===== config.mk =====
export PLATFORM = sky130hd
export DESIGN_NAME = parking_exit_gate
export DESIGN_NICKNAME = d
export VERILOG_FILES = /design/src/rtl/parking_exit_gate_pkg.sv /design/src/rtl/parking_exit_gate_occupancy_counter.sv /design/src/rtl/parking_exit_gate.sv
export SDC_FILE = /design/constraint.sdc
export NUM_CORES = 1
export LEC_CHECK = 0
export ABC_AREA = 1
export CORE_MARGIN = 10
export CORE_UTILIZATION = 30
export CTS_BUF_LIST = sky130_fd_sc_hd__clkbuf_2 sky130_fd_sc_hd__clkbuf_4 sky130_fd_sc_hd__clkbuf_8
export DETAILED_ROUTE_END_ITERATION = 7
export PLACE_DENSITY = 0.57
export SETUP_SLACK_MARGIN = 0.15
export SYNTH_ARGS = -nofsm -noshare
export SYNTH_HDL_FRONTEND = slang
export SYNTH_HIERARCHICAL = 1
export SYNTH_SLANG_ARGS = --single-unit

===== constraint.sdc =====
create_clock -name clk -period 3.1 [get_ports clk]
set_input_delay 0.62 -clock clk [delete_from_list [all_inputs] [get_ports clk]]
set_output_delay 0.62 -clock clk [all_outputs]
set_load 0.02 [all_outputs]

===== src/rtl/parking_exit_gate_pkg.sv =====
// ----------------------------------------------------------------------
// parking_exit_gate_pkg : exit-gate state codes, exit code and glyphs
// Rev 1.0
// ----------------------------------------------------------------------
`default_nettype none

package parking_exit_gate_pkg;

  localparam logic [2:0] ST_IDLE       = 3'd0;
  localparam logic [2:0] ST_WAIT_CODE  = 3'd1;
  localparam logic [2:0] ST_WRONG_CODE = 3'd2;
  localparam logic [2:0] ST_OPEN       = 3'd3;
  localparam logic [2:0] ST_BLOCKED    = 3'd4;

  localparam logic [1:0] EXIT_CODE_1 = 2'b10;
  localparam logic [1:0] EXIT_CODE_2 = 2'b01;

  typedef logic [6:0] seg_t;

  // Active-low segment patterns, shared with the entrance controller.
  typedef struct packed {
    seg_t hex_1;
    seg_t hex_2;
  } glyph_pair_t;

  localparam glyph_pair_t GLYPH_BLANK = {7'b1111111, 7'b1111111};
  localparam glyph_pair_t GLYPH_EN    = {7'b0000110, 7'b0101011};
  localparam glyph_pair_t GLYPH_EE    = {7'b0000110, 7'b0000110};
  localparam glyph_pair_t GLYPH_GO    = {7'b0000010, 7'b1000000};
  localparam glyph_pair_t GLYPH_SP    = {7'b0010010, 7'b0001100};

  function automatic logic exit_code_valid(input logic [1:0] c1, input logic [1:0] c2);
    return (c1 == EXIT_CODE_1) && (c2 == EXIT_CODE_2);
  endfunction

endpackage

`default_nettype wire


===== src/rtl/parking_exit_gate_occupancy_counter.sv =====
// ----------------------------------------------------------------------
// occupancy_counter : saturating car count with registered full/empty
// Rev 1.0
// ----------------------------------------------------------------------
`default_nettype none

module occupancy_counter #(
  parameter int CAPACITY = 8,
  parameter int OCC_W    = $clog2(CAPACITY + 1)
) (
  input  logic             clk,
  input  logic             reset_n,
  input  logic             inc,
  input  logic             dec,
  output logic [OCC_W-1:0] occupancy,
  output logic             lot_full,
  output logic             lot_empty
);

  localparam logic [OCC_W-1:0] CAP_VAL = OCC_W'(CAPACITY);

  logic [OCC_W-1:0] occ_next;

  always_comb begin
    occ_next = occupancy;
    if (inc && !dec) begin
      if (occupancy != CAP_VAL) occ_next = occupancy + OCC_W'(1);
    end else if (dec && !inc) begin
      if (occupancy != '0) occ_next = occupancy - OCC_W'(1);
    end
  end

  // Flags are taken from the next value so they line up with occupancy.
  always_ff @(posedge clk or negedge reset_n) begin
    if (!reset_n) begin
      occupancy <= '0;
      lot_full  <= 1'b0;
      lot_empty <= 1'b1;
    end else begin
      occupancy <= occ_next;
      lot_full  <= (occ_next == CAP_VAL);
      lot_empty <= (occ_next == '0);
    end
  end

endmodule

`default_nettype wire


===== src/rtl/parking_exit_gate.sv =====
// ----------------------------------------------------------------------
// parking_exit_gate : exit barrier FSM with code check, timers and display
// Rev 1.0
// ----------------------------------------------------------------------
`default_nettype none

module parking_exit_gate
  import parking_exit_gate_pkg::*;
#(
  parameter int CAPACITY      = 8,
  parameter int CODE_WAIT     = 4,
  parameter int CLEAR_TIMEOUT = 15
) (
  input  logic                            clk,
  input  logic                            reset_n,
  input  logic                            sensor_exit_in,
  input  logic                            sensor_exit_out,
  input  logic                            entry_admit,
  input  logic [1:0]                      code_1,
  input  logic [1:0]                      code_2,
  output logic                            GREEN_LED,
  output logic                            RED_LED,
  output logic [6:0]                      HEX_1,
  output logic [6:0]                      HEX_2,
  output logic [$clog2(CAPACITY+1)-1:0]   occupancy,
  output logic                            lot_full,
  output logic                            lot_empty
);

  localparam int WAIT_W = (CODE_WAIT > 0) ? $clog2(CODE_WAIT + 1) : 1;
  localparam int CLR_W  = (CLEAR_TIMEOUT > 0) ? $clog2(CLEAR_TIMEOUT + 1) : 1;
  localparam logic [WAIT_W-1:0] WAIT_LAST = WAIT_W'(CODE_WAIT);
  localparam logic [CLR_W-1:0]  CLR_LAST  = CLR_W'(CLEAR_TIMEOUT);

  logic [2:0]        state;
  logic [2:0]        next_state;
  logic [WAIT_W-1:0] wait_cnt;
  logic [CLR_W-1:0]  clr_cnt;
  logic              code_ok;
  logic              car_left;

  assign code_ok  = exit_code_valid(code_1, code_2);
  assign car_left = (state == ST_OPEN) && sensor_exit_out;

  always_comb begin
    next_state = state;
    case (state)
      ST_IDLE: begin
        // A car at the barrier with an empty lot is a phantom and is ignored.
        if (sensor_exit_in && (occupancy != '0)) next_state = ST_WAIT_CODE;
      end
      ST_WAIT_CODE: begin
        if (wait_cnt == WAIT_LAST) next_state = code_ok ? ST_OPEN : ST_WRONG_CODE;
      end
      ST_WRONG_CODE: begin
        if (code_ok) next_state = ST_OPEN;
      end
      ST_OPEN: begin
        if (sensor_exit_in && sensor_exit_out) next_state = ST_BLOCKED;
        else if (sensor_exit_out)              next_state = ST_IDLE;
        else if (clr_cnt == CLR_LAST)          next_state = ST_BLOCKED;
      end
      ST_BLOCKED: begin
        if (code_ok) next_state = ST_OPEN;
      end
      default: next_state = ST_IDLE;
    endcase
  end

  // Timers run only while the state is held; any entry restarts them at zero.
  always_ff @(posedge clk or negedge reset_n) begin
    if (!reset_n) begin
      state    <= ST_IDLE;
      wait_cnt <= '0;
      clr_cnt  <= '0;
    end else begin
      state <= next_state;
      if (state == ST_WAIT_CODE && next_state == ST_WAIT_CODE) wait_cnt <= wait_cnt + WAIT_W'(1);
      else                                                       wait_cnt <= '0;
      if (state == ST_OPEN && next_state == ST_OPEN) clr_cnt <= clr_cnt + CLR_W'(1);
      else                                           clr_cnt <= '0;
    end
  end

  always_ff @(posedge clk or negedge reset_n) begin
    if (!reset_n) begin
      GREEN_LED <= 1'b0;
      RED_LED   <= 1'b0;
      HEX_1     <= GLYPH_BLANK.hex_1;
      HEX_2     <= GLYPH_BLANK.hex_2;
    end else begin
      case (state)
        ST_WAIT_CODE: begin
          GREEN_LED <= 1'b0;
          RED_LED   <= 1'b1;
          HEX_1     <= GLYPH_EN.hex_1;
          HEX_2     <= GLYPH_EN.hex_2;
        end
        ST_WRONG_CODE: begin
          GREEN_LED <= 1'b0;
          RED_LED   <= ~RED_LED;
          HEX_1     <= GLYPH_EE.hex_1;
          HEX_2     <= GLYPH_EE.hex_2;
        end
        ST_OPEN: begin
          GREEN_LED <= ~GREEN_LED;
          RED_LED   <= 1'b0;
          HEX_1     <= GLYPH_GO.hex_1;
          HEX_2     <= GLYPH_GO.hex_2;
        end
        ST_BLOCKED: begin
          GREEN_LED <= 1'b0;
          RED_LED   <= ~RED_LED;
          HEX_1     <= GLYPH_SP.hex_1;
          HEX_2     <= GLYPH_SP.hex_2;
        end
        default: begin
          GREEN_LED <= 1'b0;
          RED_LED   <= 1'b0;
          HEX_1     <= GLYPH_BLANK.hex_1;
          HEX_2     <= GLYPH_BLANK.hex_2;
        end
      endcase
    end
  end

  occupancy_counter #(
    .CAPACITY (CAPACITY),
    .OCC_W    ($clog2(CAPACITY + 1))
  ) u_occupancy (
    .clk       (clk),
    .reset_n   (reset_n),
    .inc       (entry_admit),
    .dec       (car_left),
    .occupancy (occupancy),
    .lot_full  (lot_full),
    .lot_empty (lot_empty)
  );

endmodule

`default_nettype wire


* Yosys cells after proc, flatten, opt, wreduce, memory -nomap -nowiden
Index checks and enable logic that the tools add are counted.
Storage, ports and cells: register bits after elaboration 32, latch bits 0, bits in writable memories 0, ROM bits 0, input port bits 9, output and inout port bits 22, word-level logic and storage cells 61, memories kept 0
Operators by class: $add $sub $neg 4, multiply operators 0, divide/modulo/power cells 0, magnitude comparators 0, equal/unequal tests 12, shift operators 0, muxes and demuxes 18, bitwise logic cells 2, reduce and logical (&&, ||, !) cells 15
Operators by type and width (number):
- $pmux W7 S4 | 1
- $mux W3 | 7
- $pmux W7 S3 | 1
- $mux W4 | 5
- $pmux W3 S4 | 1
- $eq A3 B2 Y1 const B | 3
- $add A4 B1 Y4 const B | 2
- $eq A4 B4 Y1 const B | 2
- $logic_and A1 B1 Y1 | 8
- $eq A3 B1 Y1 const B | 2
- $eq A3 B3 Y1 const B | 2
- $logic_not A4 Y1 | 1
- $ne A4 B4 Y1 const B | 1
- $reduce_bool A4 Y1 | 1
- $reduce_or A2 Y1 | 2
- $sub A4 B1 Y4 const B | 1
- $add A3 B1 Y3 const B | 1
- $logic_not A3 Y1 | 1
- $eq A2 B1 Y1 const B | 1
- $eq A2 B2 Y1 const B | 1
- $logic_not A1 Y1 | 2
- $mux W1 | 2
- $not A1 Y1 | 2
- $pmux W1 S2 | 1

* Depth between registers and ports, before layout
Gate-level depths: netlist of the first run.
word-level depth 8, mapped depth 13, depth with buffers taken out 13

* By module
Netlist of the first run, hierarchy kept.
By module, submodules not included:
- parking_exit_gate | instances 1, cells an instance 95, area an instance 880.8 um^2, seq. area each 484.2 um^2
- occupancy_counter | instances 1, cells an instance 58, area an instance 416.6 um^2, seq. area each 151.4 um^2

* Worst setup path before layout of the first run
OpenSTA, ideal clock, no wires.
kind register to register, start register state[1], end register u_occupancy.lot_empty, setup time 67 ps, arrival time 1510 ps, required time 3033 ps, path slack 1523 ps, stages on the path, launching flop included 13, buffers on the path 0, period minus slack after synthesis 1577 ps, cell sequence dfrtp_1 > nand2_1 > nor2_4 > inv_1 > nor2_1 > inv_2 > nor2_4 > nand2_1 > nand2_1 > nand2_1 > nand2_1 > nand3_2 > nor2_1
Between the ends: longest elaborated chain between the ends 6, elaborated cells on any way between the ends 8, classes of those cells eq/ne: 1; mux: 2; reduce/logical: 5
RTL lines:
- start, declared | RTL line parking_exit_gate.sv:35 | logic [2:0] state;
- start signal, assigned | RTL line parking_exit_gate.sv:77 | state <= next_state;
- $eq A3 B2 Y1 (*) | RTL line parking_exit_gate.sv:43 | assign car_left = (state == ST_OPEN) && sensor_exit_out;
- $logic_and A1 B1 Y1 (*) | RTL line parking_exit_gate.sv:43
- named net car_left | RTL line parking_exit_gate.sv:40 | logic car_left;
- $logic_and A1 B1 Y1 / $logic_not A1 Y1 (equally long branches) | RTL line parking_exit_gate_occupancy_counter.sv:28, parking_exit_gate_occupancy_counter.sv:26
- $mux W4 / $logic_and A1 B1 Y1 (equally long branches) | RTL line parking_exit_gate_occupancy_counter.sv:28, parking_exit_gate_occupancy_counter.sv:26
- $mux W4 (*) | RTL line parking_exit_gate_occupancy_counter.sv:26 | if (inc && !dec) begin
- $logic_not A4 Y1 (*) | RTL line parking_exit_gate_occupancy_counter.sv:42 | lot_empty <= (occ_next == '0);
- end signal, assigned | RTL line parking_exit_gate_occupancy_counter.sv:42
- end, declared | RTL line parking_exit_gate_occupancy_counter.sv:17 | output logic lot_empty
Mark *: on every way through the listed nets, which the timed path passes. The rest lies on a longest branch.

==> results of run 1 <==
==> cell families (layout without fill, tap and decap cells) <==
logic type	Yosys count	count (layout)	synth area share [%]
compound gates	6	6	3.09
xor+xnor	5	5	3.38
fa+ha+maj	5	5	4.82
buf+inv	30	57	10.7
flops	25	25	49.0
other cells	1	1	0.289
simple gates	81	81	28.7
==> synth_stat cells, types with 3 or more instances <==
cell type | count | share of area (%)
nand2_1 | 32 | 9.3
ha_1 | 5 | 4.8
inv_2 | 3 | 0.87
inv_1 | 20 | 5.8
dfrtp_1 | 17 | 33
nand2_2 | 3 | 1.4
nor2_1 | 23 | 6.7
nand3_1 | 12 | 4.6
dfstp_2 | 8 | 16
xnor2_1 | 3 | 2.0
buf_4 | 7 | 4.1
nand4_1 | 4 | 1.9
==> state kept, by name, indices dropped and copies added, names as in the netlist <==
name,flops
GREEN_LED,1
u_occupancy/lot_empty,1
HEX_2,6
wait_cnt,3
HEX_1,1
u_occupancy/occupancy,4
RED_LED,1
state,3
clr_cnt,4
u_occupancy/lot_full,1
==> cell type report <==
class,count,share of cell area (%)
Clock inverter,1,0.454
Inverter,23,5.22
Multi-Input combinational cell,98,31.6
Sequential cell,25,38.4
Timing Repair Buffer,30,18.0
Tap cell,50,3.78
Clock buffer,3,2.50
==> through the flow <==
stage | instances | worst slack, ns
2_1_floorplan | 153 | 1.52
4_1_cts | 230 | 0.998
3_5_place_dp | 226 | 0.878
3_3_place_gp | 226 | 0.938
6_report | 230 | 1.02
5_1_grt | 230 | 0.963
==> report_power, final <==
group / switching, uW / internal [uW]
clock network: 104 / 91.1
registers: 98.5 / 458
logic: 429 / 330
==> worst paths after layout <==
path / from / end / cells after the start
worst max-delay path: HEX_2[4] / HEX_1[3] / 1
worst min-delay path: GREEN_LED / GREEN_LED / 1
worst max register to register: state[1] / u_occupancy/lot_full / 13
worst min register to register: GREEN_LED / GREEN_LED / 1
max in group asynchronous: reset_n / u_occupancy/lot_empty / 2
min in group asynchronous: reset_n / GREEN_LED / 2
==> layer usage <==
layer	wire [um]	track usage [%]	up-vias	share of wire, %
li1	-	-	523	-
met1	1220	9.56	460	45
met2	1260	13.2	41	46
met3	251	3.60	2	9.1
met4	8	0.898	0	0.29
met5	0	0	-	0
==> worst register-to-register path: cells and delay by family (launching register included) <==
kind / cells / cell delay (ns)
simple gates: 11 / 1.16
flops: 1 / 0.45
buf+inv: 2 / 0.14
==> results by group, run 1 <==
Status
  – Status: complete, no violations

Logic synthesis
  – Syn avg cell area: 8.48 um2
  – Post-synth ARST share: between 90% and 100%
  – Top FF cell, synth: dfrtp_1
  – Warnings, synthesis: 6
  – Register area share after synthesis: 49.0%
  – EDFF count, synth: 0
  – Syn Inst Count: 153
  – Cell variety after synth: 23
  – Yosys reg bits: 25
  – Synthesized Nets: 167
  – Syn Std Cell Area: 0.00130 mm2

Setup path
  – CP required: 2.48 ns
  – Critical path class: reg -> out
  – CP Data Arrival Time: 1.46 ns
  – CP startpoint kind: flop
  – Crit. End Element: output pin
  – WP buf/inv: 1
  – Crit path max-delay family: buffers and inverters
  – Max incr delay on CP: approximately 0.62 ns
  – CP max stage cell: clkdlybuf4s50_1
  – Cell Chain, Critical Path: clkdlybuf4s50_1
  – Reg2Reg Setup Slack: 1.23 ns
  – Crit-path max FO: 5

Floorplanning
  – Core area: about 0.004 mm2
  – Die W: 85.8 um
  – IO Pins: 31
  – Cell Rows: 23
  – Die ar.: 0.00736 mm2
  – Die Y-Extent: 85.8 um
  – Initial Util: 31.8%

Global route
  – Largest net degree at the start of global routing: 26
  – GRT Residual Overflow: 0
  – Overall Global Routing Usage: 7.99%
  – First-pass GRT wire length: 4950 um
  – Vias in the first global route: 1039
  – Initial antenna violation count: 0

Timing
  – Final Hold Fails: 0
  – Final period util: 67.1%
  – Setup TNS: 0 ns
  – Unrepaired setup endpoints after global routing: no
  – Final slew viol count: 0
  – Achievable Freq: 481 MHz
  – Fin crit period: 2.08 ns
  – Skew final: 0.00833 ns
  – WHS: approximately 0.42 ns
  – Final setup violation count: 0

CTS
  – Worst-Skew Late Latency: approximately 0.27 ns
  – CTS sink count: 25
  – CTS buffer count: 3
  – Clk slew on worst S/H paths: roughly 0.09 ns
  – Post-CTS Resized: 0
  – Post-CTS Repair Setup Buffers: 0
  – CTS max path bufs: 2
  – Root Driver: clkbuf_8
  – H-tree depth: 1
  – CTS Hold Bufs: 0
  – CTS tree: built

Power
  – Final Power: 1510 uW
  – Lkg Pwr: 0.000783 uW
  – Max VDD drop: 0.417 mV
  – Power Dens Cells: 913 mW/mm2

Finish
  – Area grow syn2layout: 27.5%
  – Final instance area: 0.00165 mm2
  – Most frequent cells in the layout: 32 x nand2_1, 29 x clkdlybuf4s50_1, 23 x nor2_1, 20 x inv_1, 17 x dfrtp_1
  – Share of cells above drive strength 1: 13.9%
  – Antenna Cells: 0
  – Fill count: 426
  – Nets: 195
  – Area of the multi-input gates: 523 um2
  – Final Util: between 40% and 50%
  – Register area: 636 um2
  – Commonest non-fill, non-tap cell in the layout: nand2_1

Drt
  – DRC: 0
  – Drt initial violations: 80
  – Initial DRT Pass Iterations: 4
  – Vias post-DR: 1026
  – Vias per inst: about 4.5
  – Post-DRT Antenna Nets: 0
  – Routed WL: 2750 um
  – DR WL/cell: 11.9 um

Placed design
  – IO Port Bufs: 29
  – Gpl congestion: 0.809
  – Placed cell area: 0.00161 mm2
  – Dpl hpwl: 2150 um

Job
  – Max-cap violations: 0

Hold path
  – Type of the worst min-delay path: reg -> reg
No activity file was read; power rests on OpenSTA's default activity.
==> inputs of run 2 (changes only) <==
- PLACE_DENSITY: 0.57 -> 0.59
- clock period: 3.1 -> 1.9 ns (I/O delays scaled with it)
==> results by group, run 2 (synthesis results as in run 1) <==
Finish
  – Commonest non-fill, non-tap cell in the layout: nand2_1 (unchanged)
  – Nets: 202 (was 195)
  – Antenna Cells: 0 (unchanged)
  – Fill count: 416 (was 426)
  – Area grow syn2layout: 31.9% (was 27.5%)
  – Largest Register: HEX_2 (unchanged)
  – Share of cells above drive strength 1: 22.5% (was 13.9%)
  – Most frequent cells in the layout: 29 x nand2_1, 21 x nor2_1, 18 x inv_1, 17 x dlygate4sd2_1, 16 x dfrtp_1 (was 32 x nand2_1, 29 x clkdlybuf4s50_1, 23 x nor2_1, 20 x inv_1, 17 x dfrtp_1)
  – Largest registers: HEX_2: 6 flops, clr_cnt: 4 flops, u_occupancy/occupancy: 4 flops (unchanged)
  – Max reg flops: 6 (unchanged)

Setup path
  – CP Data Arrival Time: 1.85 ns (was 1.46 ns)
  – CP startpoint kind: flop (unchanged)
  – CP required: 2.10 ns (was 2.48 ns)
  – Reg2Reg Setup Slack: 0.25 ns (was 1.23 ns)
  – Crit-path max FO: 6 (was 5)
  – Critical path class: reg -> reg (was reg -> out)
  – Reg2reg start: state[0] (was state[1])
  – Reg2reg path depth: 12 (was 13)
  – RR Endpoint: u_occupancy/lot_empty (was u_occupancy/lot_full)
  – Crit. End Element: flop (was output pin)

Placed design
  – Gpl congestion: 0.812 (was 0.809)
  – Place WS: 0.0916 ns (was 0.878 ns)
  – IO Port Bufs: 29 (unchanged)
  – Dpl hpwl: 2060 um (was 2150 um)

Drt
  – Drt initial violations: 61 (was 80)
  – Post-DRT Antenna Nets: 0 (unchanged)
  – Met1 Wirelength: 1360 um (was 1220 um)
  – WL met3: 280 um (was 251 um)
  – DR WL met2: 1120 um (was 1260 um)
  – Routed WL: 2780 um (was 2750 um)
  – Initial DRT Pass Iterations: 4 (unchanged)
  – DR WL/cell: 11.7 um (was 11.9 um)
  – Vias per inst: 4.45 (was 4.46)
  – DRC: 0 (unchanged)
  – DR top layer: met4 (unchanged)
  – Vias post-DR: 1054 (was 1026)

Floorplanning
  – Die W: 85.8 um (unchanged)
  – Initial Util: 31.8% (unchanged)
  – Core area: 0.00409 mm2 (unchanged)
  – Die ar.: 0.00736 mm2 (unchanged)
  – Die Y-Extent: 85.8 um (unchanged)
  – IO Pins: 31 (unchanged)
  – Cell Rows: 23 (unchanged)

CTS
  – H-tree depth: 1 (unchanged)
  – Worst-Skew Late Latency: 0.26 ns (was 0.27 ns)
  – CTS tree: built (unchanged)
  – CTS max path bufs: 2 (unchanged)
  – CTS sink count: 25 (unchanged)
  – Clk slew on worst S/H paths: 0.08 ns (was 0.09 ns)
  – CTS buffer count: 3 (unchanged)
  – Root Driver: clkbuf_8 (unchanged)

Global route
  – Vias in the first global route: 1018 (was 1039)
  – GRT Residual Overflow: 0 (unchanged)
  – Overall Global Routing Usage: 7.47% (was 7.99%)
  – First-pass GRT wire length: 4630 um (was 4950 um)
  – Largest net degree at the start of global routing: 26 (unchanged)
  – Initial antenna violation count: 0 (unchanged)

Timing
  – Final period util: about 87%
  – Final slew viol count: 0 (unchanged)
  – Final setup violation count: 0 (unchanged)
  – Skew final: 0.00226 ns (was 0.00833 ns)
  – Final Hold Fails: 0 (unchanged)
  – Setup TNS: 0 ns (unchanged)
  – Achievable Freq: 607 MHz
  – Unrepaired setup endpoints after global routing: no (unchanged)
  – Fin crit period: 1.65 ns
  – Final setup margin: 0.254 ns (was 1.02 ns)

Power
  – Power Dens Cells: 1450 mW/mm2 (was 913 mW/mm2)
  – Lkg Pwr: 0.000838 uW (was 0.000783 uW)
  – Max VDD drop: 0.692 mV (was 0.417 mV)

Hold path
  – Hold path start: GREEN_LED (unchanged)
  – Worst Hold Depth: 1 (unchanged)
  – Type of the worst min-delay path: reg -> reg (unchanged)
  – Hold endpoint: GREEN_LED (unchanged)

Job
  – Max-cap violations: 0 (unchanged)

Status
  – Status: complete, no violations (unchanged)
[run 2: worst max-delay path by stage]
stage               startpoint               endpoint  slack (ns)  cells after the start
2_1_floorplan         state[1]  u_occupancy/lot_empty        0.32                     12
3_3_place_gp   sensor_exit_out  u_occupancy/lot_empty        0.04                     10
3_5_place_dp   sensor_exit_out  u_occupancy/lot_empty        0.09                     11
4_1_cts               state[0]  u_occupancy/lot_empty        0.22                     12
5_1_grt               state[0]   u_occupancy/lot_full        0.13                     12
6_report              state[0]  u_occupancy/lot_empty        0.25                     12
[run 2: routing by layer]
| layer | GRT usage [%] | vias to the layer above |
|---|---|---|
| li1 | - | 537 |
| met1 | 9.25 | 470 |
| met4 | 1.35 | 0 |
| met5 | 0 | - |
| met2 | 11.3 | 43 |
| met3 | 3.97 | 4 |
[run 2: what timing repair did]
action,CTS,global route
setup endpoints to repair,17,3
hold buffers,0,0
pin swaps,0,4
buffers inserted,0,3
resized for setup,17,11
[run 2: power breakdown]
group	switching [uW]	internal, uW	leakage [uW]
clock	158	164	0.0000262
sequential	143	755	0.000304
combinational	756	501	0.000508
[run 2: cell type report]
type / count / area, um2 / area share (%)
Timing Repair Buffer: 37 / 329 / 19.2
Multi-Input combinational cell: 98 / 548 / 32.0
Sequential cell: 25 / 637 / 37.2
Clock buffer: 4 / 48.8 / 2.85
Inverter: 23 / 86.3 / 5.04
Tap cell: 50 / 62.6 / 3.65
[run 2: worst max-delay path, stage by stage (launching register included)]
cell and delay [ns]:
dfrtp_1 0.42, nand2_2 0.09, nor2_4 0.15, inv_2 0.07
nor2_4 0.11, inv_2 0.05, nor2_4 0.17, nand3_2 0.08
nand2_1 0.07, nand2_1 0.06, nand2_1 0.09, nand3_1 0.11
nor2_2 0.10
[run 2: metrics by stage]
stage | total power (uW) | area, um2 | util, % | hold slack (ns) | std cells
finish | 2480 | 1710 | 41.9 | 0.434 | 237
global route | 2680 | 1710 | 41.9 | 0.464 | 237
CTS | 2420 | 1660 | 40.7 | 0.438 | 234
detailed placement | 2190 | 1640 | 40.0 | 0.426 | 230
global placement | 2200 | 1640 | 40.0 | 0.414 | 230
floorplan | 1710 | 1300 | - | 0.0844 | 153
